--- config.mk ---
export PLATFORM = sky130hd
export DESIGN_NAME = sound_mailbox
export DESIGN_NICKNAME = d
export VERILOG_FILES = /design/src/rtl/sound_mailbox.sv
export SDC_FILE = /design/constraint.sdc
export NUM_CORES = 1
export LEC_CHECK = 0
export BUFFER_PORTS_ARGS = -buffer_cell sky130_fd_sc_hd__buf_2
export CORE_ASPECT_RATIO = 2
export CORE_MARGIN = 5
export CORE_UTILIZATION = 25
export CTS_CLUSTER_DIAMETER = 200
export DETAILED_ROUTE_END_ITERATION = 16
export MAX_ROUTING_LAYER = met4
export PLACE_DENSITY = 0.39
export SLEW_MARGIN = 30
export SYNTH_ARGS = -nofsm -noshare
export SYNTH_HDL_FRONTEND = slang
export SYNTH_SLANG_ARGS = --single-unit
--- constraint.sdc ---
create_clock -name phi0 -period 4.8 [get_ports phi0]
set_input_delay 0.96 -clock phi0 [delete_from_list [all_inputs] [get_ports phi0]]
set_output_delay 0.96 -clock phi0 [all_outputs]
set_load 0.005 [all_outputs]
--- src/rtl/sound_mailbox.sv ---
// sound_mailbox: command FIFO (68000 -> 6502) with NMI pulse per accepted command,
// plus an optional reply FIFO (6502 -> 68000) built when SOUND_MAILBOX_REPLY_EN is defined.
// Both FIFOs are show-ahead: dout presents the head entry, a read strobe pops it.
module sound_mailbox #(
  parameter int unsigned DW        = 8,
  parameter int unsigned DEPTH     = 4,
  parameter int unsigned NMI_PULSE = 4
) (
  input  logic                         phi0,
  input  logic                         SNDRST_b,
  input  logic                         main_wr,
  input  logic [DW-1:0]                main_din,
  input  logic                         main_rd,
  output logic [DW-1:0]                main_dout,
  output logic                         main_full,
  output logic                         main_avail,
  input  logic                         snd_rd,
  output logic [DW-1:0]                snd_dout,
  input  logic                         snd_wr,
  input  logic [DW-1:0]                snd_din,
  input  logic                         snd_clr,
  output logic [3:0]                   snd_status,
  output logic [$clog2(DEPTH+1)-1:0]   cmd_count,
  output logic                         SNDNMI_b
);

  localparam int unsigned PW = $clog2(DEPTH);
  localparam int unsigned CW = $clog2(DEPTH+1);
  localparam int unsigned NW = $clog2(NMI_PULSE+1);

  // ---------------- command FIFO ----------------
  logic [DW-1:0] cmd_mem_q [DEPTH];
  logic [PW-1:0] cmd_wptr_q, cmd_rptr_q;
  logic [CW-1:0] cmd_cnt_q, cmd_cnt_d;
  logic          cmd_ovf_q, cmd_full, cmd_empty, cmd_pop, cmd_push, cmd_drop;

  assign cmd_full  = (cmd_cnt_q == CW'(DEPTH));
  assign cmd_empty = (cmd_cnt_q == '0);
  // A pop on a full FIFO frees the slot the simultaneous push needs.
  assign cmd_pop   = snd_rd & ~cmd_empty;
  assign cmd_push  = main_wr & (~cmd_full | cmd_pop);
  assign cmd_drop  = main_wr & cmd_full & ~snd_rd;

  // Command occupancy next-state.
  always_comb begin
    cmd_cnt_d = cmd_cnt_q;
    if (cmd_push && !cmd_pop)      cmd_cnt_d = cmd_cnt_q + CW'(1);
    else if (cmd_pop && !cmd_push) cmd_cnt_d = cmd_cnt_q - CW'(1);
  end

  // Command storage, pointers, count and sticky overflow.
  always_ff @(posedge phi0 or negedge SNDRST_b) begin
    if (!SNDRST_b) begin
      for (int i = 0; i < int'(DEPTH); i++) cmd_mem_q[i] <= '0;
      cmd_wptr_q <= '0;
      cmd_rptr_q <= '0;
      cmd_cnt_q  <= '0;
      cmd_ovf_q  <= 1'b0;
    end else begin
      if (cmd_push) begin
        cmd_mem_q[cmd_wptr_q] <= main_din;
        cmd_wptr_q            <= cmd_wptr_q + PW'(1);
      end
      if (cmd_pop) cmd_rptr_q <= cmd_rptr_q + PW'(1);
      cmd_cnt_q <= cmd_cnt_d;
      // A new overflow beats a coincident clear.
      cmd_ovf_q <= cmd_drop | (cmd_ovf_q & ~snd_clr);
    end
  end

  assign snd_dout  = cmd_empty ? '0 : cmd_mem_q[cmd_rptr_q];
  assign cmd_count = cmd_cnt_q;
  assign main_full = cmd_full;

  // ---------------- NMI pulse ----------------
  logic [NW-1:0] nmi_cnt_q, nmi_cnt_d;
  logic          nmi_b_q;

  // Reload on every accepted command, otherwise count down to zero.
  always_comb begin
    nmi_cnt_d = nmi_cnt_q;
    if (cmd_push)               nmi_cnt_d = NW'(NMI_PULSE);
    else if (nmi_cnt_q != '0)   nmi_cnt_d = nmi_cnt_q - NW'(1);
  end

  // NMI counter and registered active-low output.
  always_ff @(posedge phi0 or negedge SNDRST_b) begin
    if (!SNDRST_b) begin
      nmi_cnt_q <= '0;
      nmi_b_q   <= 1'b1;
    end else begin
      nmi_cnt_q <= nmi_cnt_d;
      nmi_b_q   <= (nmi_cnt_d == '0);
    end
  end

  assign SNDNMI_b = nmi_b_q;

  // ---------------- reply FIFO ----------------
  logic rep_ovf, rep_full;

`ifdef SOUND_MAILBOX_REPLY_EN
  logic [DW-1:0] rep_mem_q [DEPTH];
  logic [PW-1:0] rep_wptr_q, rep_rptr_q;
  logic [CW-1:0] rep_cnt_q, rep_cnt_d;
  logic          rep_ovf_q, rep_empty, rep_pop, rep_push, rep_drop;

  assign rep_full  = (rep_cnt_q == CW'(DEPTH));
  assign rep_empty = (rep_cnt_q == '0);
  assign rep_pop   = main_rd & ~rep_empty;
  assign rep_push  = snd_wr & (~rep_full | rep_pop);
  assign rep_drop  = snd_wr & rep_full & ~main_rd;

  // Reply occupancy next-state.
  always_comb begin
    rep_cnt_d = rep_cnt_q;
    if (rep_push && !rep_pop)      rep_cnt_d = rep_cnt_q + CW'(1);
    else if (rep_pop && !rep_push) rep_cnt_d = rep_cnt_q - CW'(1);
  end

  // Reply storage, pointers, count and sticky overflow.
  always_ff @(posedge phi0 or negedge SNDRST_b) begin
    if (!SNDRST_b) begin
      for (int i = 0; i < int'(DEPTH); i++) rep_mem_q[i] <= '0;
      rep_wptr_q <= '0;
      rep_rptr_q <= '0;
      rep_cnt_q  <= '0;
      rep_ovf_q  <= 1'b0;
    end else begin
      if (rep_push) begin
        rep_mem_q[rep_wptr_q] <= snd_din;
        rep_wptr_q            <= rep_wptr_q + PW'(1);
      end
      if (rep_pop) rep_rptr_q <= rep_rptr_q + PW'(1);
      rep_cnt_q <= rep_cnt_d;
      rep_ovf_q <= rep_drop | (rep_ovf_q & ~snd_clr);
    end
  end

  assign rep_ovf    = rep_ovf_q;
  assign main_dout  = rep_empty ? '0 : rep_mem_q[rep_rptr_q];
  assign main_avail = ~rep_empty;
`else
  // No reply path: its inputs are intentionally left unconsumed.
  logic unused_reply;
  assign unused_reply = ^{main_rd, snd_wr, snd_din};
  assign rep_ovf      = 1'b0;
  assign rep_full     = 1'b0;
  assign main_dout    = '0;
  assign main_avail   = 1'b0;
`endif

  assign snd_status = {rep_ovf, cmd_ovf_q, rep_full, ~cmd_empty};

endmodule

==> flow_summary.json, run 1 <==
{
  "diodes": 0,
  "cp-end-kind": "output pin",
  "die-area_um2": 10900,
  "rsz0062_at_grt": "no",
  "skew_ns": 0.00203,
  "r2r-end": "cmd_count[2]$_DFFE_PN0P_",
  "r2r_cells": 8,
  "fmax_ghz": 0.351,
  "grt_max_degree": 45,
  "numCtsBuffers": 5,
  "finalHoldViolCount": 0,
  "path_class": "flip-flop to output pin",
  "drive_gt1_frac": 0.444,
  "yosys_register_bits": 44,
  "p_leak_nw": 1.14,
  "grt_pass1_vias": 1441,
  "num_rows": 48,
  "finalCritPeriodShare": 0.594,
  "arrival_ns": 1.89,
  "cp.required_ns": 3.84,
  "grt_first_pass_wirelength_mm": 7.55,
  "ctsLongestPathBuffers": 2,
  "htree_levels": 2,
  "irDropWorstVdd_mv": 0.275,
  "coreArea_um2": 8650,
  "vias_per_cell": 4.36,
  "syn-cell-area_um2": 2210,
  "vias": 1259,
  "ios": 49,
  "drc_errors": 0,
  "fin_crit_ns": 2.85,
  "fin_nets": 220,
  "fin_util": 0.293,
  "worst_setup_path_start_kind": "flip-flop",
  "async_flop_share": 1.00,
  "tightest_slew_ns": 0.616,
  "synth_top_area_frac": 0.488,
  "antenna_found_initial": 0,
  "slew_violations": 0,
  "clock_latency_ns": 0.28,
  "cap_violations": 0,
  "routabilityCongestion": 0.696,
  "synth_common_cells": "43 x dfrtp_1, 33 x mux2_2, 12 x buf_4",
  "die_h_um": 143,
  "rr_startpoint": "cmd_count[0]$_DFFE_PN0P_",
  "cts_post_setup_buffers_inserted": 0,
  "fp.dieW_um": 76.4,
  "cts_hold_buf": 0,
  "status": "finished, final reports clean",
  "cp-startpoint": "cmd_rptr_q[0]$_DFFE_PN0N_",
  "crit_chain": "mux4_2 -> and2_1 -> buf_2",
  "area_growth_pct": 15.0,
  "cts_root_buffer": "clkbuf_16",
  "syn_inst": 160,
  "fin_tns_setup_ns": 0,
  "max_stage_delay_ns": 0.73,
  "wirelength_mm": 4.48,
  "wl_per_cell_um": 15.5,
  "synthTopCellsByArea": "dfrtp_1 49%, mux2_2 17%, mux4_2 8.2%",
  "clkSinkCount": 44,
  "tritoncts": "yes",
  "hold_class": "flip-flop to flip-flop",
  "grt_usage": 0.0927,
  "initial_core_util": 0.255,
  "cp_max_fo": 10,
  "critPathCapture": "snd_dout[6]",
  "r2r_slack_ns": 2.39,
  "synth-main-ff-cell": "dfrtp_1",
  "drt_iter0_drc": 38,
  "ctsResizeCount": 0,
  "io_buffers": 27,
  "syn_area_per_cell_um2": 13.8,
  "grt_overflow_total": 0,
  "dp_hpwl_mm": 3.22,
  "setup_violations": 0,
  "drtPass1Iterations": 2,
  "ys_seq_area_frac": 0.500,
  "max_slew_margin": 0.589,
  "synth_area_leader_cell": "dfrtp_1",
  "powerDensity_nw_per_um2": 690,
  "synthMostInstantiatedCell": "dfrtp_1",
  "cpMaxStageDelayCell": "dfrtp_1",
  "synth_cell_types": 30,
  "synth-edff-count": 0,
  "path_clk_slew_ns": 0.06,
  "detail-route-antenna-nets": 0,
  "yosys_warnings": 0
}
[kinds of logic (layout without fill, tap and decap cells)]
family	Yosys count	after routing	synth area share
xor gates and xnor gates	7	7	0.0278
other	1	11	0.00170
AOI/OAI and AO/OA	3	3	0.00964
buffers and inverters	25	44	0.0675
DFF	44	44	0.500
and+or+nand+nor	29	29	0.0822
muxes	42	42	0.257
adders and majority gates	9	9	0.0545
[layout make-up]
cell class	instances	area (um2)
clock buffer	8	146
timing repair buffer	27	138
fill	902	6110
multi-input combinational	101	992
tap	100	125
sequential	44	1100
inverter	9	33.8
[worst min-delay path by stage]
stage / start / end / slack [ns] / cells past startpoint
final: cmd_mem_q[13]$_DFFE_PN0P_ / cmd_mem_q[13]$_DFFE_PN0P_ / 0.50 / 1
after global routing: cmd_mem_q[9]$_DFFE_PN0P_ / cmd_mem_q[9]$_DFFE_PN0P_ / 0.51 / 1
after CTS: cmd_mem_q[9]$_DFFE_PN0P_ / cmd_mem_q[9]$_DFFE_PN0P_ / 0.50 / 1
after detailed placement: cmd_mem_q[10]$_DFFE_PN0P_ / cmd_mem_q[10]$_DFFE_PN0P_ / 0.49 / 1
after global placement: cmd_mem_q[14]$_DFFE_PN0P_ / cmd_mem_q[14]$_DFFE_PN0P_ / 0.48 / 1
after floorplan: cmd_ovf_q$_DFF_PN0_ / cmd_ovf_q$_DFF_PN0_ / 0.47 / 1
[state kept, by name (all words and copies together), names as in the netlist]
name,flops
cmd_count,3
nmi_cnt_q,3
cmd_mem_q,32
cmd_rptr_q,2
cmd_ovf_q,1
SNDNMI_b,1
cmd_wptr_q,2
[power by group]
part | internal (mW) | leakage (nW) | total (mW) | switching [mW]
Combinational | 0.440 | 0.548 | 0.700 | 0.260
Clock | 0.208 | 0.0712 | 0.343 | 0.135
Sequential | 0.559 | 0.521 | 0.708 | 0.149
Total | 1.21 | 1.14 | 1.75 | 0.544
[critical path: cells and delay by family, from the launching register on]
kind / cells / cell delay [ns]
and+or+nand+nor: 1 / 0.17
DFF: 1 / 0.73
muxes: 1 / 0.58
buffers and inverters: 1 / 0.12
[per-stage QoR]
step / std cells / power [mW] / area [um2] / hold WS (ns) / setup WS [ns]
6_report: 289 / 1.75 / 2540 / 0.498 / 1.95
5_1_grt: 289 / 1.91 / 2540 / 0.510 / 1.79
4_1_cts: 289 / 1.80 / 2540 / 0.504 / 1.86
3_5_place_dp: 281 / 1.45 / 2390 / 0.490 / 1.95
3_3_place_gp: 281 / 1.44 / 2390 / 0.485 / 1.95
2_1_floorplan: 170 / 1.22 / 2240 / 0.467 / 2.21
[layer usage]
layer,vias up,GRT usage,part of all wire
met5,-,-,0
met4,0,0.0359,0.019
met3,6,0.0259,0.038
met2,28,0.168,0.57
met1,646,0.0930,0.38
li1,579,-,-
[layout by cell type, fill, tap and decap left out]
master	count
nor3b_1	1
clkbuf_8	1
or2_2	1
a32o_1	1
or3_2	1
mux2_4	1
nor4b_4	1
a31oi_1	1
buf_2	26
dfrtp_1	43
buf_4	1
and3b_1	1
inv_1	9
mux2_2	33
nand3_1	1
mux4_2	8
fa_1	1
nor2b_2	1
ha_1	8
nand2_1	5
dfstp_2	1
nor2_1	4
clkbuf_1	2
nor2_2	4
clkbuf_16	5
xnor2_1	4
nor3_1	1
and2_1	8
conb_1	11
xor2_1	3
a21oi_1	1
No activity file was read; power rests on OpenSTA's default activity.
==> inputs of run 2 (changes only) <==
PLACE_DENSITY = 0.4   (was 0.39)
clock period = 2.4 ns   (was 4.8 ns; I/O delays follow)
==> flow_summary.json, run 2 (synthesized netlist as in run 1, its figures left out) <==
{
  "max_stage_delay_ns": 0.44,
  "fp.dieW_um": 76.4,
  "hold-worst-slack_ns": 0.166,
  "cp_max_fo": 5,
  "antenna_found_initial": 0,
  "path_common_cell": "xor2_1",
  "drive_gt1_frac": 0.480,
  "crit_chain": "or3_2 -> nand2_1 -> ha_1 -> inv_1 -> fa_1 -> xor2_1 -> nor2_1 -> xor2_1",
  "crit_cells": 8,
  "grt_max_degree": 23,
  "clock_latency_ns": 0.28,
  "largest_register_ffs": 32,
  "path_buf_inv": 1,
  "fin_nets": 230,
  "io_buffers": 27,
  "clkSinkCount": 44,
  "hold_class": "primary input to asynchronous set/reset pin",
  "cp-end-kind": "flip-flop",
  "regMostFlops": "cmd_mem_q",
  "htree_levels": 2,
  "num_rows": 48,
  "fin_tns_setup_ns": 0,
  "wirelength_mm": 4.50,
  "drtPass1Iterations": 4,
  "r2r_cells": 8,
  "grt_pass1_vias": 1402,
  "grt_overflow_total": 0,
  "initial_core_util": 0.255,
  "detail-route-antenna-nets": 0,
  "skew_ns": 0.00606,
  "cp.required_ns": 2.61,
  "cts_root_buffer": "clkbuf_16",
  "cts_post_setup_buffers_inserted": 0,
  "slew_violations": 0,
  "grt_first_pass_wirelength_mm": 7.58,
  "tritoncts": "yes",
  "cts_hold_buf": 0,
  "vias_per_cell": 4.31,
  "status": "finished, final reports clean",
  "fin_area_um2": 2650,
  "fmax_ghz": 0.469,
  "path_class": "flip-flop to flip-flop",
  "ios": 49,
  "max_slew_margin": 0.640,
  "finalCritPeriodShare": 0.888,
  "drc_errors": 0,
  "fin_crit_ns": 2.13,
  "arrival_ns": 2.34,
  "grt_usage": 0.0916,
  "rsz0062_at_grt": "no",
  "die_h_um": 143,
  "vias": 1285,
  "irDropWorstVdd_mv": 0.565,
  "numCtsBuffers": 5,
  "crit_family": "simple AND/OR/NAND/NOR gates",
  "diodes": 0,
  "layout_commonest_cell": "dfrtp_1",
  "cpMaxStageDelayCell": "or3_2",
  "die-area_um2": 10900,
  "drt_iter0_drc": 39,
  "dp_hpwl_mm": 3.41,
  "ctsResizeCount": 0,
  "area_growth_pct": 20.1,
  "cap_violations": 0,
  "path_clk_slew_ns": 0.06,
  "mostFrequentLayoutCells": "43 x dfrtp_1, 33 x mux2_2, 27 x buf_2",
  "coreArea_um2": 8650,
  "routabilityCongestion": 0.673,
  "fin_util": 0.306,
  "place_area_um2": 2460,
  "p_leak_nw": 1.21,
  "setup_violations": 0,
  "fillers": 902,
  "powerDensity_nw_per_um2": 1420,
  "worst_setup_path_start_kind": "flip-flop",
  "ctsLongestPathBuffers": 2,
  "tightest_slew_ns": 0.539,
  "wl_per_cell_um": 15.1,
  "finalHoldViolCount": 0
}
## run 2: cell types whose count changed in the layout (fill, tap and decap cells not counted), sizes merged
cell,previous run,this run
buf,27,37
bufinv,0,2
clkbuf,8,5
## run 2: cell type report
cell class / count / area [um2] / share of cell area
clock buffers: 5 / 125 / 0.0472
flip-flops and latches: 44 / 1100 / 0.416
multi-input cells: 101 / 992 / 0.375
well taps: 100 / 125 / 0.0472
repair buffers: 37 / 210 / 0.0794
inverters: 9 / 33.8 / 0.0128
clock inverters: 2 / 60.1 / 0.0227
## run 2: power by group
part           switching, mW  internal [mW]  leakage, nW  total (mW)
Clock                  0.278          0.590       0.0899       0.868
Sequential             0.223           1.12        0.521        1.34
Combinational          0.607          0.948        0.596        1.56
## run 2: path summary, 6_finish.rpt
kind	from	endpoint	slack, ns
setup / recovery	cmd_count[2]$_DFFE_PN0P_	cmd_count[2]$_DFFE_PN0P_	0.27
max in group asynchronous	SNDRST_b	cmd_mem_q[6]$_DFFE_PN0P_	1.65
min in group phi0	snd_clr	cmd_ovf_q$_DFF_PN0_	0.47
setup reg to reg	cmd_count[2]$_DFFE_PN0P_	cmd_count[2]$_DFFE_PN0P_	0.27
hold / removal	SNDRST_b	cmd_mem_q[4]$_DFFE_PN0P_	0.17
hold reg to reg	cmd_ovf_q$_DFF_PN0_	cmd_ovf_q$_DFF_PN0_	0.50
## run 2: metrics by stage
stage	std cells	setup slack (ns)	power [mW]
global placement	291	0.173	2.95
detailed placement	291	0.173	2.98
CTS	298	0.238	3.86
global route	298	0.0892	4.07
floorplan	170	0.241	2.44
finish	298	0.268	3.77
## run 2: metal layers
| metal | wire, um | track usage | part of all wire |
|---|---|---|---|
| met5 | 0 | - | 0 |
| met4 | 82 | 0.0359 | 0.018 |
| met3 | 184 | 0.0202 | 0.041 |
| met2 | 2470 | 0.158 | 0.55 |
| met1 | 1760 | 0.102 | 0.39 |
## run 2: worst reg2reg max path, stage by stage (launching register included)
cell,delay (ns)
dfrtp_1,0.43
or3_2,0.44
nand2_1,0.13
ha_1,0.19
inv_1,0.06
fa_1,0.37
xor2_1,0.17
nor2_1,0.12
xor2_1,0.15
==> inputs of run 3 (changes only) <==
PLACE_DENSITY = not set   (was 0.4)
==> flow_summary.json, run 3 (synthesized netlist as in run 1, its figures left out) <==
{
  "setup_violations": 0,
  "p_clk_frac": 0.193,
  "vias": 1241,
  "cap_violations": 0,
  "cts_hold_buf": 0,
  "status": "finished, final reports clean",
  "fin_nets": 225,
  "htree_levels": 2,
  "dp_cells": 285,
  "tritoncts": "yes",
  "fin_tns_setup_ns": 0,
  "clock_latency_ns": 0.29,
  "initial_core_util": 0.255,
  "dp_hpwl_mm": 3.17,
  "clkSinkCount": 44,
  "cts_root_buffer": "clkbuf_16",
  "hold_class": "primary input to asynchronous set/reset pin",
  "drtPass1Iterations": 3,
  "drt_iter0_drc": 67,
  "diodes": 0,
  "fin_util": 0.298,
  "ios": 49,
  "tightest_slew_ns": 0.571,
  "vias_per_cell": 4.22,
  "fin_crit_ns": 2.28,
  "grt_max_degree": 27,
  "numCtsBuffers": 5,
  "path_clk_slew_ns": 0.06,
  "fin_area_um2": 2570,
  "cts_post_setup_buffers_inserted": 0,
  "die-area_um2": 10900,
  "cp-end-kind": "output pin",
  "wl_per_cell_um": 14.1,
  "arrival_ns": 1.80,
  "layout_commonest_cell": "dfrtp_1",
  "ctsResizeCount": 0,
  "drive_gt1_frac": 0.469,
  "switchingPower_mw": 1.08,
  "grt_overflow_total": 0,
  "num_rows": 48,
  "drc_errors": 0,
  "fillers": 888,
  "instances_no_fill": 294,
  "worst_setup_path_start_kind": "flip-flop",
  "grt_usage": 0.0839,
  "detail-route-antenna-nets": 0,
  "routabilityCongestion": 0.677,
  "ctsLongestPathBuffers": 2,
  "die_h_um": 143,
  "pwr-share-comb": 0.413,
  "slew_violations": 0,
  "mostFrequentLayoutCells": "43 x dfrtp_1, 33 x mux2_2, 27 x buf_2",
  "p_leak_nw": 1.17,
  "irDropWorstVdd_mv": 0.358,
  "finalHoldViolCount": 0,
  "p_seq_frac": 0.394,
  "hold-worst-slack_ns": 0.191,
  "fp.dieW_um": 76.4,
  "path_class": "flip-flop to output pin",
  "cp_max_fo": 6,
  "coreArea_um2": 8650,
  "place_ws_ns": 0.0246,
  "io_buffers": 27,
  "p_sw_frac": 0.307,
  "grt_first_pass_wirelength_mm": 6.85,
  "finalCritPeriodShare": 0.948,
  "regMostFlops": "cmd_mem_q",
  "setup_slack_ns": 0.124,
  "cellInternalPower_mw": 2.43,
  "total_power_mw": 3.52,
  "powerDensity_nw_per_um2": 1370,
  "area_growth_pct": 16.7,
  "rsz0062_at_grt": "no",
  "wirelength_mm": 4.14,
  "fmax_ghz": 0.439,
  "cp.required_ns": 1.92,
  "grt_pass1_vias": 1356,
  "max_slew_margin": 0.620,
  "antenna_found_initial": 0,
  "largest_register_ffs": 32,
  "skew_ns": 0.00511,
  "place_area_um2": 2420
}
-- run 3: path summary, 6_finish.rpt --
path	cells past startpoint	endpoint	slack, ns	startpoint
max reg2reg	8	cmd_count[2]$_DFFE_PN0P_	0.15	cmd_count[1]$_DFFE_PN0P_
min reg2reg	1	cmd_mem_q[1]$_DFFE_PN0P_	0.50	cmd_mem_q[1]$_DFFE_PN0P_
max in group asynchronous	2	cmd_mem_q[7]$_DFFE_PN0P_	1.63	SNDRST_b
max	4	snd_dout[6]	0.12	cmd_rptr_q[0]$_DFFE_PN0N_
min in group phi0	2	cmd_mem_q[11]$_DFFE_PN0P_	0.47	main_din[3]
min	1	cmd_mem_q[9]$_DFFE_PN0P_	0.19	SNDRST_b
-- run 3: critical path: stages (launching register included) --
cell,delay [ns]
dfrtp_1,0.48
buf_4,0.24
mux4_2,0.50
and2_1,0.17
buf_2,0.12
-- run 3: area by class of cell --
| cell class | instances | area (um2) | area share |
|---|---|---|---|
| repair buffers | 32 | 173 | 0.0671 |
| clock inverters | 2 | 10.0 | 0.00389 |
| well taps | 100 | 125 | 0.0486 |
| flip-flops and latches | 44 | 1100 | 0.428 |
| multi-input cells | 101 | 992 | 0.385 |
| clock buffers | 6 | 139 | 0.0539 |
| inverters | 9 | 33.8 | 0.0131 |
-- run 3: power by group through the flow --
stage,combinational [mW],clock (mW),sequential (mW)
6_report,1.45,0.680,1.38
5_1_grt,1.63,0.728,1.44
4_1_cts,1.50,0.706,1.40
3_5_place_dp,1.49,0,1.41
3_3_place_gp,1.46,0,1.39
2_1_floorplan,1.14,0,1.29
-- run 3: per-layer routing --
layer,share of wire,vias to the layer above,GRT usage,wire length (um)
met5,0,-,-,0
met4,0.026,0,0.0442,106
met3,0.050,5,0.0215,205
met2,0.54,31,0.144,2250
met1,0.38,617,0.0878,1580
li1,-,588,-,-
